==> src/rtl/tanh_pwl_pipe.sv <==
// Three-stage piecewise-linear tanh for signed fixed point (value = x / SCALE), valid/ready on both
// sides. Define TANH_PWL_STATS_EN to add the saturation counter (stat_clr / sat_count).
module tanh_pwl_pipe #(
  parameter int     WIDTH = 32,
  parameter longint SCALE = 100000000
) (
  input  logic             clk,
  input  logic             rst,
  input  logic             in_valid,
  output logic             in_ready,
  input  logic [WIDTH-1:0] in_x,
  input  logic             in_mode,
  output logic             out_valid,
  input  logic             out_ready,
  output logic [WIDTH-1:0] out_y,
`ifdef TANH_PWL_STATS_EN
  output logic             out_sat,
  input  logic             stat_clr,
  output logic [15:0]      sat_count
`else
  output logic             out_sat
`endif
);

  localparam longint BP0  = SCALE / 2;
  localparam longint BP1  = SCALE * 12 / 10;
  localparam longint BP2  = SCALE * 24 / 10;
  localparam longint OFF1 = SCALE / 4;
  localparam longint OFF2 = SCALE * 7 / 10;
  localparam longint MAXV = (longint'(1) <<< (WIDTH - 1)) - 1;
  localparam longint MINV = -MAXV - 1;

  localparam logic [WIDTH-1:0] Bp0W   = WIDTH'(BP0);
  localparam logic [WIDTH-1:0] Bp1W   = WIDTH'(BP1);
  localparam logic [WIDTH-1:0] Bp2W   = WIDTH'(BP2);
  localparam logic [WIDTH-1:0] Off1W  = WIDTH'(OFF1);
  localparam logic [WIDTH-1:0] Off2W  = WIDTH'(OFF2);
  localparam logic [WIDTH-1:0] MaxvW  = WIDTH'(MAXV);
  localparam logic [WIDTH-1:0] MinvW  = WIDTH'(MINV);
  localparam logic [WIDTH-1:0] ScaleW = WIDTH'(SCALE);

  localparam logic [1:0] RegR0 = 2'd0;
  localparam logic [1:0] RegR1 = 2'd1;
  localparam logic [1:0] RegR2 = 2'd2;
  localparam logic [1:0] RegRs = 2'd3;

  if (BP2 > MAXV) begin : g_bad_scale
    $error("tanh_pwl_pipe: BP2 = SCALE*24/10 does not fit in WIDTH");
  end

  logic en;
  assign en       = !out_valid || out_ready;
  assign in_ready = en;

  // Stage 1: saturating magnitude and region classification
  logic [WIDTH-1:0] z;
  logic [1:0]       region;

  always_comb begin
    z = '0;
    if (in_x == MinvW) begin
      z = MaxvW;
    end else if (in_x[WIDTH-1]) begin
      z = -in_x;
    end else begin
      z = in_x;
    end
    region = RegRs;
    if (z <= Bp0W) begin
      region = RegR0;
    end else if (z <= Bp1W) begin
      region = RegR1;
    end else if (z <= Bp2W) begin
      region = RegR2;
    end
  end

  logic             s1_valid_q;
  logic [WIDTH-1:0] s1_x_q;
  logic             s1_mode_q;
  logic [1:0]       s1_region_q;
  logic             s1_neg;
  assign s1_neg = s1_x_q[WIDTH-1];

  // Stage 2: region term; biasing negatives before the arithmetic shift truncates toward zero
  logic signed [WIDTH-1:0] half_sum, eighth_sum, half_t, eighth_t;
  logic [WIDTH-1:0]        t_d, off_d;
  logic                    sat_d;

  always_comb begin
    half_sum   = $signed(s1_x_q) + $signed({{(WIDTH-1){1'b0}}, s1_neg});
    eighth_sum = $signed(s1_x_q) + $signed({{(WIDTH-3){1'b0}}, {3{s1_neg}}});
    half_t     = half_sum >>> 1;
    eighth_t   = eighth_sum >>> 3;
    t_d        = s1_x_q;
    off_d      = '0;
    sat_d      = 1'b0;
    case (s1_region_q)
      RegR1: begin
        t_d   = half_t;
        off_d = Off1W;
      end
      RegR2: begin
        t_d   = eighth_t;
        off_d = Off2W;
      end
      RegRs: begin
        sat_d = 1'b1;
        if (s1_mode_q) begin
          t_d = s1_neg ? -ScaleW : ScaleW;
        end else begin
          t_d = s1_neg ? MinvW : MaxvW;
        end
      end
      default: t_d = s1_x_q;
    endcase
  end

  logic             s2_valid_q;
  logic [WIDTH-1:0] s2_t_q;
  logic [WIDTH-1:0] s2_off_q;
  logic             s2_neg_q;
  logic             s2_sat_q;

  // Stage 3: apply the signed offset; saturation constants pass through untouched
  logic [WIDTH-1:0] y_d;
  always_comb begin
    y_d = s2_t_q;
    if (!s2_sat_q) begin
      y_d = s2_neg_q ? (s2_t_q - s2_off_q) : (s2_t_q + s2_off_q);
    end
  end

  logic             s3_valid_q;
  logic [WIDTH-1:0] s3_y_q;
  logic             s3_sat_q;

  always_ff @(posedge clk) begin
    if (rst) begin
      s1_valid_q <= 1'b0;
      s2_valid_q <= 1'b0;
      s3_valid_q <= 1'b0;
      s3_y_q     <= '0;
      s3_sat_q   <= 1'b0;
    end else if (en) begin
      s1_valid_q <= in_valid;
      if (in_valid) begin
        s1_x_q      <= in_x;
        s1_mode_q   <= in_mode;
        s1_region_q <= region;
      end
      s2_valid_q <= s1_valid_q;
      if (s1_valid_q) begin
        s2_t_q   <= t_d;
        s2_off_q <= off_d;
        s2_neg_q <= s1_neg;
        s2_sat_q <= sat_d;
      end
      s3_valid_q <= s2_valid_q;
      if (s2_valid_q) begin
        s3_y_q   <= y_d;
        s3_sat_q <= s2_sat_q;
      end
    end
  end

  assign out_valid = s3_valid_q;
  assign out_y     = s3_y_q;
  assign out_sat   = s3_sat_q;

`ifdef TANH_PWL_STATS_EN
  logic [15:0] sat_count_q;
  always_ff @(posedge clk) begin
    if (rst || stat_clr) begin
      sat_count_q <= '0;
    end else if (out_valid && out_ready && out_sat && (sat_count_q != 16'hFFFF)) begin
      sat_count_q <= sat_count_q + 16'd1;
    end
  end
  assign sat_count = sat_count_q;
`endif

endmodule

==> config.mk <==
export PLATFORM = sky130hd
export DESIGN_NAME = tanh_pwl_pipe
export DESIGN_NICKNAME = d
export VERILOG_FILES = /design/src/rtl/tanh_pwl_pipe.sv
export SDC_FILE = /design/constraint.sdc
export NUM_CORES = 1
export LEC_CHECK = 0
export ABC_AREA = 1
export CORE_MARGIN = 2
export CORE_UTILIZATION = 40
export CTS_CLUSTER_DIAMETER = 150
export DETAILED_ROUTE_END_ITERATION = 12
export HOLD_SLACK_MARGIN = 0.06
export PLACE_DENSITY_LB_ADDON = 0.05
export SYNTH_ARGS = -nofsm -noshare
export SYNTH_HDL_FRONTEND = slang
export SYNTH_SLANG_ARGS = --single-unit
==> constraint.sdc <==
create_clock -name clk -period 7.7 [get_ports clk]
set_input_delay 0.77 -clock clk [delete_from_list [all_inputs] [get_ports clk]]
set_output_delay 0.77 -clock clk [all_outputs]
set_load 0.02 [all_outputs]
==> metrics.md <==
| Metric | Value |
|---|---|
| Root buffer cell | `clkbuf_16` |
| Syn Nets | `1448` |
| Kind of critical path | `input port to flip-flop` |
| DRT Wirelength | `28900 µm` |
| DIE HEIGHT | `155 µm` |
| I/O Buffers | `71` |
| Cell with the most instances after synthesis | `nand2_1` |
| Multi-input gate area | `5420 µm²` |
| Top cell by count, worst path | `nand3_1` |
| Synth top area share | `23.8%` |
| Largest net degree at the start of global routing | `54` |
| Synth top area cells | `edfxtp_1 (24%), nand2_1 (14%), nor2_1 (8.5%)` |
| Commonest cells in the synthesized netlist | `nand2_1 (341), nor2_1 (205), inv_1 (159), nand3_1 (110), a21oi_1 (102)` |
| CTS max path bufs | `2` |
| WP data required | `7.81 ns` |
| Max Cap Violations | `0` |
| Clock-pin slew on the worst setup and hold paths | `0.08 ns` |
| Number of flops mapped to enable cells by yosys | `72` |
| Final hold vios | `0` |
| CTS tree | `built` |
| First-pass GRT wire length | `45300 µm` |
| Final HPWL DP | `23300 µm` |
| Die W | `155 µm` |
| Final clock period utilization by the worst path | `51.6%` |
| TritonRoute pass-1 iters | `9` |
| CTS H-Tree Depth | `3` |
| Ant diodes | `0` |
| Max Fclk | `0.252 GHz` |
| Vias | `9260` |
| GR Util All Layers | `24.1%` |
| Power density over the cells | `144 nW/µm²` |
| DRC Markers | `1` |
| GPL Wtd Cong | `0.954` |
| # fillers | `2371` |
| Post-DR vias/cell | `5.40` |
| Antenna violations before repair | `0` |
| CTS Sinks | `108` |
| Relative slew margins | `29.5%` |
| Worst path bufs/invs | `2` |
| Inserted Clock Buffers | `9` |
| Clk Latency, worst-skew pair | `0.36 ns` |
| Worst setup margin | `3.73 ns` |
| Final setup viols | `0` |
| Max IR drop VDD | `98.3 µV` |
| Pre-CTS WS | `3.44 ns` |
| Grt ovf | `0` |
| 1st-iter DRT viols | `565` |
| Post-CTS setup buffers | `0` |
| Io pins | `72` |
| Site row count | `55` |
| Run status | `finished with violations` |
| Failing checks | `design-rule violations` |
| Cells after Synth | `1373` |
| Mean Syn Cell Area | `6.61 µm²` |
| Hold/Removal Path Class | `flip-flop to flip-flop` |
| DRT antenna net count | `0` |
| Crit path max fanout | `53` |
| CP Capture Type | `flip-flop` |
| Post-CTS Resized | `0` |
| Floorplan core area | `22400 µm²` |
| Post-synthesis sequential area ratio | `31.8%` |
| Max-slew violations | `0` |
| Vias in the first global route | `8738` |
| Wirelength per Cell | `16.9 µm` |
| Synthesis-stage register bit count | `108` |
| Crit path largest cell delay | `0.83 ns` |
| Worst path slowest cell | `nand4_2` |
| Final min period | `3.97 ns` |
| Warnings from Yosys | `0` |
| FF/Latch Area | `2880 µm²` |
| Slew @ Worst Pin | `1.05 ns` |
| Initial core utilization | `40.4%` |
| RSZ-0062 raised after global routing | `no` |
| Cell taking the most area after synthesis | `edfxtp_1` |
| Total die area | `23900 µm²` |
| Ys flop type | `edfxtp_1` |
| Netlist cell types | `54` |
| Leak Pwr | `4.34 nW` |
| Setup crit start kind | `input port` |
| Sequence of cells on the critical path | `buf_2 > inv_4 > nor2_4 > nand3_1 > nor2_2 > nand4_2 > nand3_2 > nand4_1 > nor2_1 > nand3_1 > nand2_1 > a21oi_2` |
| CP top delay family | `simple AND/OR/NAND/NOR gates` |
| Layout cells sized above 1 | `5.45%` |
| Synth-to-Final Area Change | `14.3%` |
| Nets | `1501` |
| Data arrival, critical path | `4.09 ns` |
| Post-Syn Area | `9070 µm²` |
| Setup TNS | `0 ns` |
| Post-CTS Hold Buffers | `0` |
| Post-synth ARST share | `0%` |
| Skew final | `0.0108 ns` |
[layout by cell type, fill, tap and decap left out, types with 3 or more instances in the layout]
| cell | Yosys | layout |
|---|---|---|
| clkdlybuf4s50_1 | 0 | 70 |
| nand4_1 | 16 | 16 |
| a31oi_1 | 7 | 7 |
| o211ai_1 | 13 | 13 |
| nor3_1 | 21 | 21 |
| edfxtp_1 | 72 | 72 |
| nor3_2 | 3 | 3 |
| nor2_2 | 15 | 15 |
| xnor2_1 | 7 | 7 |
| nand2_1 | 341 | 341 |
| xor2_1 | 14 | 14 |
| a21oi_1 | 102 | 102 |
| a21o_1 | 6 | 6 |
| o22ai_1 | 3 | 3 |
| nor4_1 | 7 | 7 |
| o21bai_1 | 5 | 5 |
| o21ai_0 | 75 | 75 |
| nand2_2 | 5 | 5 |
| a32oi_1 | 16 | 16 |
| nand3b_1 | 11 | 11 |
| o311ai_0 | 4 | 4 |
| nand3_1 | 110 | 110 |
| dfxtp_1 | 36 | 36 |
| clkbuf_16 | 0 | 10 |
| o21ai_1 | 3 | 3 |
| ha_1 | 38 | 38 |
| nand3_2 | 10 | 10 |
| inv_1 | 159 | 159 |
| clkinv_8 | 0 | 3 |
| buf_4 | 3 | 6 |
| nor2_4 | 3 | 5 |
| nor2_1 | 205 | 203 |
| inv_2 | 5 | 5 |
[metal layers]
metal | wire length (µm) | GRT usage, %
met1 | 12100 | 28.3
met2 | 14600 | 44.2
met3 | 988 | 2.47
met4 | 1210 | 10.9
met5 | 0 | 0
[cell type report]
type	count	area share [%]
Multi-Input combinational cell	1063	52.3
Clock inverter	6	0.748
Inverter	167	6.07
Sequential cell	108	27.8
Tap cell	285	3.44
Clock buffer	10	2.41
Timing Repair Buffer	77	7.24
[logic make-up after synthesis]
logic type / count (synthesis) / synth area share, %
and+or+nand+nor: 757 / 36.6
xor gates and xnor gates: 21 / 2.03
adders and majority gates: 38 / 5.24
AOI/OAI and AO/OA: 247 / 15.7
DFF: 108 / 31.8
buffers and inverters: 202 / 8.65
[registers in the layout, summed over array words and instances (netlist names), 2 cells and up]
name         count
out_y           32
s1_region_q      2
s1_x_q          32
s2_off_q         3
s2_t_q          32
[through the flow]
stage	cell area, µm²	total power [mW]	hold slack, ns	util, %	std cells
finish	10400	1.50	0.463	46.2	1716
global route	10400	1.58	0.480	46.2	1716
CTS	10400	1.51	0.466	46.2	1716
detailed placement	10000	1.01	0.454	44.8	1700
global placement	10000	1.01	0.451	44.8	1700
floorplan	9070	0.896	0.444	-	1373
[path summary, 6_finish.rpt]
check / startpoint / to / slack [ns] / cells after the start
worst max register to register: s2_off_q[24] / out_y[31] / 3.74 / 18
worst max-delay path: in_x[31] / s1_region_q[0] / 3.73 / 12
worst min register to register: out_y[17] / out_y[17] / 0.46 / 2
worst min-delay path: out_y[17] / out_y[17] / 0.46 / 2
[power breakdown]
group,total [mW],switching (mW),internal (mW)
Combinational,0.331,0.212,0.119
Sequential,0.669,0.0213,0.648
Clock,0.497,0.245,0.252
Total,1.50,0.478,1.02
[worst reg2reg max path, stage by stage (launching register included)]
cell and delay [ns]:
edfxtp_1 0.56, inv_1 0.22, ha_1 0.23, nand2_1 0.11, o21ai_0 0.49, o21ai_0 0.22
inv_1 0.10, ha_1 0.30, a21oi_1 0.18, a21boi_0 0.42, nor2_1 0.09, nor3_1 0.20
o21ai_0 0.11, a21oi_1 0.16, xor2_1 0.08, nand2_1 0.06, nand3_1 0.21, nand2_1 0.11
inv_1 0.04
Note: power is estimated with default switching activity, not from simulation.
